## src/rtl/multi_fan_control.sv

```systemverilog
// Multi-channel PWM fan controller on an Avalon-MM slave. Period and duty are double-buffered and applied at period boundaries.
// Define FAN_CTRL_RAMP_EN to compile in per-channel duty slew limiting (STEP per boundary).
module multi_fan_control #(
  parameter int NUM_CH = 4,
  parameter int CNT_W  = 24,
  localparam int CH_W  = (NUM_CH > 1) ? $clog2(NUM_CH) : 1,
  localparam int AW    = 4 + CH_W
) (
  input  logic                 clk,
  input  logic                 reset,
  input  logic [AW-1:0]        address,
  input  logic                 write,
  input  logic [31:0]          writedata,
  input  logic                 read,
  output logic [31:0]          readdata,
  output logic                 waitrequest,
  input  logic [32*NUM_CH-1:0] current_average,
  output logic [NUM_CH-1:0]    pwm
);
  localparam logic [CNT_W-1:0] PERIOD_RST = CNT_W'(50000);
  localparam logic [CH_W:0]    CH_LIMIT   = (CH_W+1)'(NUM_CH);

  logic [CH_W-1:0] ch_idx;
  logic [3:0]      reg_idx;
  logic            ch_ok;
  logic            rd_done;
  logic [31:0]     rd_val;

  logic [NUM_CH-1:0][CNT_W-1:0] period_rd, duty_rd, step_rd, applied_rd;
  logic [NUM_CH-1:0][2:0]       ctrl_rd;
  logic [NUM_CH-1:0][4:0]       shift_rd;

  assign ch_idx  = address[AW-1:4];
  assign reg_idx = address[3:0];
  assign ch_ok   = {1'b0, ch_idx} < CH_LIMIT;

  for (genvar i = 0; i < NUM_CH; i++) begin : g_ch
    logic [CNT_W-1:0]   period_sh, duty_sh, period_act, duty_act, cnt;
    logic [CNT_W-1:0]   target, duty_next, step;
    logic [2:0]         ctrl;
    logic [4:0]         shift;
    logic signed [31:0] avg, avg_shifted;
    logic               wr_sel, active, pwm_q;

    assign wr_sel      = write && ch_ok && (ch_idx == CH_W'(i));
    assign avg         = current_average[32*i +: 32];
    assign avg_shifted = avg >>> shift;
    assign active      = ctrl[0] && (period_act != '0);

    always_comb begin
      target = duty_sh;
      if (ctrl[1]) begin
        if (avg_shifted[31])
          target = '0;
        else if ({1'b0, avg_shifted} > 33'(period_sh))
          target = period_sh;
        else
          target = CNT_W'(avg_shifted);
      end
    end

`ifdef FAN_CTRL_RAMP_EN
    // Move toward the target by at most STEP; differences are formed so they never wrap.
    always_comb begin
      duty_next = target;
      if (step != '0) begin
        if (target > duty_act) begin
          if (target - duty_act > step) duty_next = duty_act + step;
        end else if (duty_act - target > step) begin
          duty_next = duty_act - step;
        end
      end
    end

    always_ff @(posedge clk or posedge reset) begin
      if (reset)
        step <= '0;
      else if (wr_sel && reg_idx == 4'd4)
        step <= CNT_W'(writedata);
    end
`else
    assign duty_next = target;
    assign step      = '0;
`endif

    always_ff @(posedge clk or posedge reset) begin
      if (reset) begin
        period_sh  <= PERIOD_RST;
        duty_sh    <= '0;
        ctrl       <= '0;
        shift      <= '0;
        period_act <= PERIOD_RST;
        duty_act   <= '0;
        cnt        <= '0;
        pwm_q      <= 1'b0;
      end else begin
        if (wr_sel) begin
          case (reg_idx)
            4'd0:    period_sh <= CNT_W'(writedata);
            4'd1:    duty_sh   <= CNT_W'(writedata);
            4'd2:    ctrl      <= writedata[2:0];
            4'd3:    shift     <= writedata[4:0];
            default: ;
          endcase
        end
        if (active) begin
          pwm_q <= (cnt < duty_act) ^ ctrl[2];
          if (cnt == period_act - CNT_W'(1)) begin
            cnt        <= '0;
            period_act <= period_sh;
            duty_act   <= duty_next;
          end else begin
            cnt <= cnt + CNT_W'(1);
          end
        end else begin
          // Idle channels track the shadow so enabling starts cleanly at cnt 0.
          cnt        <= '0;
          period_act <= period_sh;
          duty_act   <= target;
          pwm_q      <= ctrl[2];
        end
      end
    end

    assign period_rd[i]  = period_sh;
    assign duty_rd[i]    = duty_sh;
    assign ctrl_rd[i]    = ctrl;
    assign shift_rd[i]   = shift;
    assign step_rd[i]    = step;
    assign applied_rd[i] = duty_act;
    assign pwm[i]        = pwm_q;
  end

  always_comb begin
    rd_val = '0;
    if (ch_ok) begin
      case (reg_idx)
        4'd0:    rd_val = 32'(period_rd[ch_idx]);
        4'd1:    rd_val = 32'(duty_rd[ch_idx]);
        4'd2:    rd_val = 32'(ctrl_rd[ch_idx]);
        4'd3:    rd_val = 32'(shift_rd[ch_idx]);
        4'd4:    rd_val = 32'(step_rd[ch_idx]);
        4'd5:    rd_val = 32'(applied_rd[ch_idx]);
        4'd6:    rd_val = current_average[{ch_idx, 5'd0} +: 32];
        default: rd_val = '0;
      endcase
    end
  end

  // One wait state: data is captured on the first read cycle, so a same-cycle write is not visible.
  always_ff @(posedge clk or posedge reset) begin
    if (reset) begin
      rd_done  <= 1'b0;
      readdata <= '0;
    end else begin
      rd_done <= read && !rd_done;
      if (read && !rd_done) readdata <= rd_val;
    end
  end

  assign waitrequest = read && !rd_done;

endmodule

```

## config.mk

```make
export PLATFORM = sky130hd
export DESIGN_NAME = multi_fan_control
export DESIGN_NICKNAME = d
export VERILOG_FILES = /design/src/rtl/multi_fan_control.sv
export SDC_FILE = /design/constraint.sdc
export NUM_CORES = 2
export LEC_CHECK = 0
export ABC_AREA = 0
export CORE_MARGIN = 4
export CORE_UTILIZATION = 35
export CTS_CLUSTER_DIAMETER = 30
export CTS_CLUSTER_SIZE = 40
export DETAILED_ROUTE_END_ITERATION = 8
export DONT_BUFFER_PORTS = 1
export PLACE_DENSITY_LB_ADDON = 0.2
export SETUP_SLACK_MARGIN = 0.3
export SYNTH_ARGS = -nofsm -noshare
export SYNTH_HDL_FRONTEND = slang
export SYNTH_SLANG_ARGS = --single-unit
```

## constraint.sdc

```tcl
create_clock -name clk -period 21.6 [get_ports clk]
set_input_delay 2.16 -clock clk [delete_from_list [all_inputs] [get_ports clk]]
set_output_delay 2.16 -clock clk [all_outputs]
set_load 0.05 [all_outputs]
```

; ---- Yosys cells after proc, flatten, opt, wreduce, memory -nomap -nowiden
; Index checks and enable logic that the tools add are counted.
[op_classes]
addsub = 8
n_mul = 0
n_div = 0
magnitude_cmp = 9
n_eq_ne = 17
shifts = 5
mux = 53
bitwise = 4
reduce_logical = 32
[op_table]
columns = op, count
row1 = 2-to-1 mux 24 bit, 40
row2 = case mux 32 bit (7 select lines), 1
row3 = binary-select mux 24 bit (select 2 bit), 4
row4 = > comparator 32 x 24 -> 1 bit, 4
row5 = indexed part select 128 x 8 -> 32 bit, 1
row6 = >>> shifter 32 x 5 -> 32 bit, 4
row7 = adder 24 x 1 -> 24 bit (second input constant), 4
row8 = == test 24 bit, 4
row9 = < comparator 24 bit, 4
row10 = nonzero test 24 bit, 4
row11 = subtractor 24 x 1 -> 24 bit (second input constant), 4
row12 = AND reduction 2 bit, 16
row13 = == test 4 x 3 -> 1 bit (second input constant), 3
row14 = binary-select mux 5 bit (select 2 bit), 1
row15 = logical AND 1 bit, 9
row16 = == test 4 x 2 -> 1 bit (second input constant), 2
row17 = inequality test 2 x 1 -> 1 bit (second input constant), 4
row18 = binary-select mux 3 bit (select 2 bit), 1
row19 = 2-to-1 mux 5 bit, 1
row20 = == test 2 bit (second input constant), 2
row21 = == test 4 x 1 -> 1 bit (second input constant), 1
row22 = zero test 4 bit, 1
row23 = 2-to-1 mux 1 bit, 4
row24 = XOR 1 bit, 4
row25 = 5 further kinds, 5
[totals]
reg_bits = 549
latchBits = 0
ramBits = 0
rom_bits = 0
inputBits = 170
out_inout_bits = 37
elab_cells = 162
memories = 0

; ---- Depth between registers and ports, before layout
[depth]
word_depth = 7
ltp_mapped = 19
ltp_nobuf = 15

; ---- Worst setup path before layout
; OpenSTA, ideal clock, no wires.
[synth_path]
path_type = in2reg
startpoint = input current_average[61]
endpoint = register g_ch[1].duty_act[1]
setup_ns = 0.125
arrival_time_ns = 5.645
t_required_ns = 21.475
path_slack_ns = 15.830
path_stages = 14
path_buffers = 2
cell_sequence = clkbuf_1 mux4_2 nand2_1 o21ai_0 mux4_2 ha_1 nand4_1 a2111oi_0 o31ai_1 o211ai_1 clkbuf_1 mux2i_1 o22ai_1 mux2_2
[synth_via]
elab_chain_len = 7
[synth_rtl]
columns = item, line_no
row1 = from (decl), 17  ; input logic [32*NUM_CH-1:0] current_average,
row2 = >>> shifter 32 x 5 -> 32 bit (*), 47  ; assign avg_shifted = avg >>> shift;
row3 = > comparator 32 x 24 -> 1 bit, 55  ; else if ({1'b0, avg_shifted} > 33'(period_sh))
row4 = 2-to-1 mux 24 bit, 55
row5 = 2-to-1 mux 24 bit (*), 53  ; if (avg_shifted[31])
row6 = 2-to-1 mux 24 bit (*), 52  ; if (ctrl[1]) begin
row7 = 2-to-1 mux 24 bit, 108  ; if (cnt == period_act - CNT_W'(1)) begin
row8 = 2-to-1 mux 24 bit (*), 106  ; if (active) begin
row9 = to (signal assigned), 111  ; duty_act <= duty_next;
row10 = to (signal assigned), 119  ; duty_act <= target;
row11 = to (decl), 38  ; logic [CNT_W-1:0] period_sh, duty_sh, period_act, duty_act, cnt;
; Mark *: on every way between the ends. The rest lies on a longest branch, timed or not. The select of a mux whose other input is x is not followed.
; A chain may end at the register's enable or synchronous reset.

; ---- Final worst setup path
[layout_path]
startpoint = input current_average[28]
endpoint = register g_ch[0].duty_act[0]
[layout_via]
elab_chain_len = 7
[layout_rtl]
columns = item, line_no
row1 = >>> shifter 32 x 5 -> 32 bit (*), 47
row2 = > comparator 32 x 24 -> 1 bit, 55
row3 = 2-to-1 mux 24 bit, 55
row4 = 2-to-1 mux 24 bit (*), 53
row5 = 2-to-1 mux 24 bit (*), 52
row6 = 2-to-1 mux 24 bit, 108
row7 = 2-to-1 mux 24 bit (*), 106
row8 = to (signal assigned), 111
row9 = to (signal assigned), 119
row10 = to (decl), 38
; Marks and branches as above.

==> reports/metrics.yaml <==
outcome: "complete, no violations"
setup_viol: 0
die_h_um: 350
syn_area_um2: 41000
syn2layout_area_growth_pct: 16.4
final_core_util_pct: 41.0
relSlewSlack_pct: 16.2
synth_area_leaders: "dfrtp_1 31%, mux4_2 11%, mux2_2 8.3%, ha_1 6.1%, mux2i_1 5.0%"
synth_edf_count: 0
max_freq_ghz: 0.161
grtUsageMet2_pct: 39.0
synth.largest_area_cell: "dfrtp_1"
synth_warnings: 0
critPathCaptureType: "flip-flop"
die_area_um2: 123000
p_int_mw: 3.47
hp-class: "reg -> reg"
drive_above_1_share_pct: 22.0
critical_path_class: "in -> reg"
grt_max_degree: 147
arrival_ns: 6.81
cts_sinks: 549
ys_seq_elements: 549
drtIter0Drc: 3427
grt_pass1_wl_um: 241000
drt_wl_total_um: 167000
antenna_found_initial: 15
finalPower_mw: 5.33
cap_violations: 0
io_buffers: 0
drc: 0
clk_pin_slew_ns: 0.04
p_sw_share_pct: 34.9
busiest_layer: "met2"
synth_top_area_share_pct: 30.5
syn_avg_cell_area_um2: 9.93
combPwrFrac_pct: 26.2
tightestPinTransition_ns: 1.26
cts_tree: "built"
ys.flop_type: "dfrtp_1"
dr_total_vias: 34555
yosysUniqueCellTypes: 87
gp_congestion: 1.03
coreArea_um2: 116000
clockRootBuffer: "clkbuf_16"
syn-num-nets: 4504
period_minus_slack_ns: 6.19
numCtsBuffers: 154
first_global_vias: 32899
period_share_pct: 28.7
overflow: 0
ys_seq_area_share_pct: 33.6
n_fill_cell: 11350
p_leak_nw: 20.5
track_usage_pct: 26.9
detail_route.vias_per_cell: 6.03
final_max_slew_viol_count: 0
post_cts_buffers: 0
fin_setup_tns_ns: 0
synth_cells: 4134
use_met3_pct: 7.11
grtUsageMet1_pct: 37.5
hold_ws_ns: 0.534
initial_utilization_pct: 35.3
p_clk_share_pct: 43.9
htreeDepth: 4
dp_hpwl_um: 130000
cts-resized-gates: 0
async_reset_ff_share_pct: 100
rsz0062_at_grt: "false"
first_pass_iters: 5
p_seq_share_pct: 29.9
insertion_delay_ns: 0.75
ioPinCount: 207
detail-route-antenna-nets: 0
cp.required_ns: 22.21
hold_viol_final: 0
wl_per_cell_um: 29.2
nNetsFinal: 4444
p_per_area_nw_per_um2: 112
die_width_um: 350
p_switching_mw: 1.86
cp_max_fo: 24
clockBufferDepth: 3
start_kind: "input port"
fin_worst_skew_ns: 0.0303
rows: 125
vdd_drop_max_mv: 0.0845
ctsHoldBuffers: 0
## synth_stat cells, types with 11 or more instances
library cell / number
a211oi_1: 23
a21o_1: 55
a21oi_1: 120
a22o_1: 32
a22oi_1: 55
a31oi_1: 23
and2_1: 33
and3_1: 37
and4_1: 16
buf_1: 32
buf_2: 26
buf_4: 16
clkbuf_1: 193
dfrtp_1: 501
dfstp_2: 48
ha_1: 200
inv_1: 304
mux2_2: 301
mux2i_1: 207
mux4_2: 206
nand2_1: 359
nand2b_1: 38
nand3_1: 81
nand4_1: 63
nor2_1: 237
nor2b_1: 22
nor3_1: 64
nor4_1: 19
o211ai_1: 21
o21ai_0: 267
o221ai_1: 18
o22ai_1: 88
o311ai_0: 11
or4_1: 11
xnor2_1: 112
xor2_1: 94
## per-layer routing
layer | part of all wire [%] | up-vias
met2 | 42 | 1624
li1 | - | 15176
met3 | 9.6 | 271
met1 | 43 | 17482
met5 | 0.017 | -
met4 | 4.7 | 2
## power by group through the flow
stage | Clock, mW | Combinational (mW) | Sequential [mW]
after floorplan | 0 | 1.08 | 1.36
final | 2.34 | 1.40 | 1.59
after CTS | 2.37 | 1.39 | 1.57
after global routing | 2.43 | 1.52 | 1.60
after global placement | 0 | 1.37 | 1.58
after detailed placement | 0 | 1.38 | 1.58
## area by class of cell
class	instances	area, um^2	share of cell area, %
Antenna cell	6	15.0	0.0314
Clock buffer	209	4390	9.18
Clock inverter	73	986	2.06
Inverter	311	1170	2.46
Multi-Input combinational cell	3006	25100	52.5
Sequential cell	549	13800	28.9
Tap cell	1524	1910	3.99
Timing Repair Buffer	52	403	0.844
## final timing paths
| kind | slack, ns | start | cells after the start | end |
|---|---|---|---|---|
| max in group asynchronous | 16.93 | reset | 4 | g_ch[3].shift[0] |
| worst max-delay path | 15.41 | current_average[28] | 14 | g_ch[0].duty_act[0] |
| worst min register to register | 0.53 | g_ch[3].duty_act[23] | 1 | g_ch[3].duty_act[23] |
| worst max register to register | 15.68 | g_ch[0].shift[0] | 14 | g_ch[0].duty_act[0] |
| worst min-delay path | 0.53 | g_ch[3].duty_act[23] | 1 | g_ch[3].duty_act[23] |
| min in group asynchronous | 1.44 | reset | 1 | g_ch[0].shift[2] |
## logic make-up after synthesis
kind of cell | count (synthesis) | share of synthesized area (%)
simple gates | 1051 | 12.5
compound gates | 827 | 13.0
mux | 722 | 24.8
buf+inv | 579 | 5.54
flops | 549 | 33.6
xor+xnor | 206 | 4.40
fa+ha+maj | 200 | 6.10
## stage by stage
| step | std cells | area [um^2] | worst slack (ns) |
|---|---|---|---|
| 4_1_cts | 5724 | 47700 | 15.53 |
| 2_1_floorplan | 4134 | 41000 | 4.17 |
| 3_3_place_gp | 5442 | 42400 | 14.73 |
| 3_5_place_dp | 5442 | 42400 | 14.74 |
| 5_1_grt | 5724 | 47700 | 15.37 |
| 6_report | 5730 | 47800 | 15.41 |
## critical path, stage by stage
cell,delay [ns]
mux4_2,0.48
nand2b_1,0.11
a21boi_0,0.38
mux2_2,0.25
o21ai_0,0.20
ha_1,0.40
nand4_1,0.13
nor4_1,0.68
nand3_1,0.19
a31oi_1,0.44
o221ai_4,0.56
mux2_2,0.39
o22ai_1,0.08
mux2_1,0.35
## cell usage in the layout, fill, tap and decap left out, types with 23 or more instances in the layout
| cell | count |
|---|---|
| nand2b_1 | 37 |
| a21o_1 | 53 |
| clkbuf_8 | 24 |
| buf_4 | 51 |
| nand2_1 | 358 |
| and3_1 | 37 |
| dfstp_2 | 48 |
| dfrtp_1 | 495 |
| clkinv_2 | 30 |
| mux4_2 | 206 |
| a211oi_1 | 23 |
| a21oi_1 | 120 |
| o22ai_1 | 88 |
| xor2_1 | 94 |
| nor2_1 | 229 |
| clkbuf_1 | 27 |
| mux2i_1 | 207 |
| ha_1 | 200 |
| nor3_1 | 63 |
| clkbuf_16 | 158 |
| a22o_1 | 32 |
| and2_1 | 33 |
| a31oi_1 | 23 |
| xnor2_1 | 112 |
| mux2_2 | 301 |
| nand3_1 | 81 |
| nand4_1 | 63 |
| o21ai_0 | 267 |
| a22oi_1 | 55 |
| inv_1 | 303 |
## flip-flops by register name (all words and copies together) (netlist names)
register and flops:
readdata 32, g_ch.duty_sh 96, g_ch.duty_act 96, g_ch.ctrl 12
g_ch.period_act 96, g_ch.period_sh 96, g_ch.shift 20, g_ch.pwm_q 4
g_ch.cnt 96, rd_done 1
No activity file was read; power rests on OpenSTA's default activity.
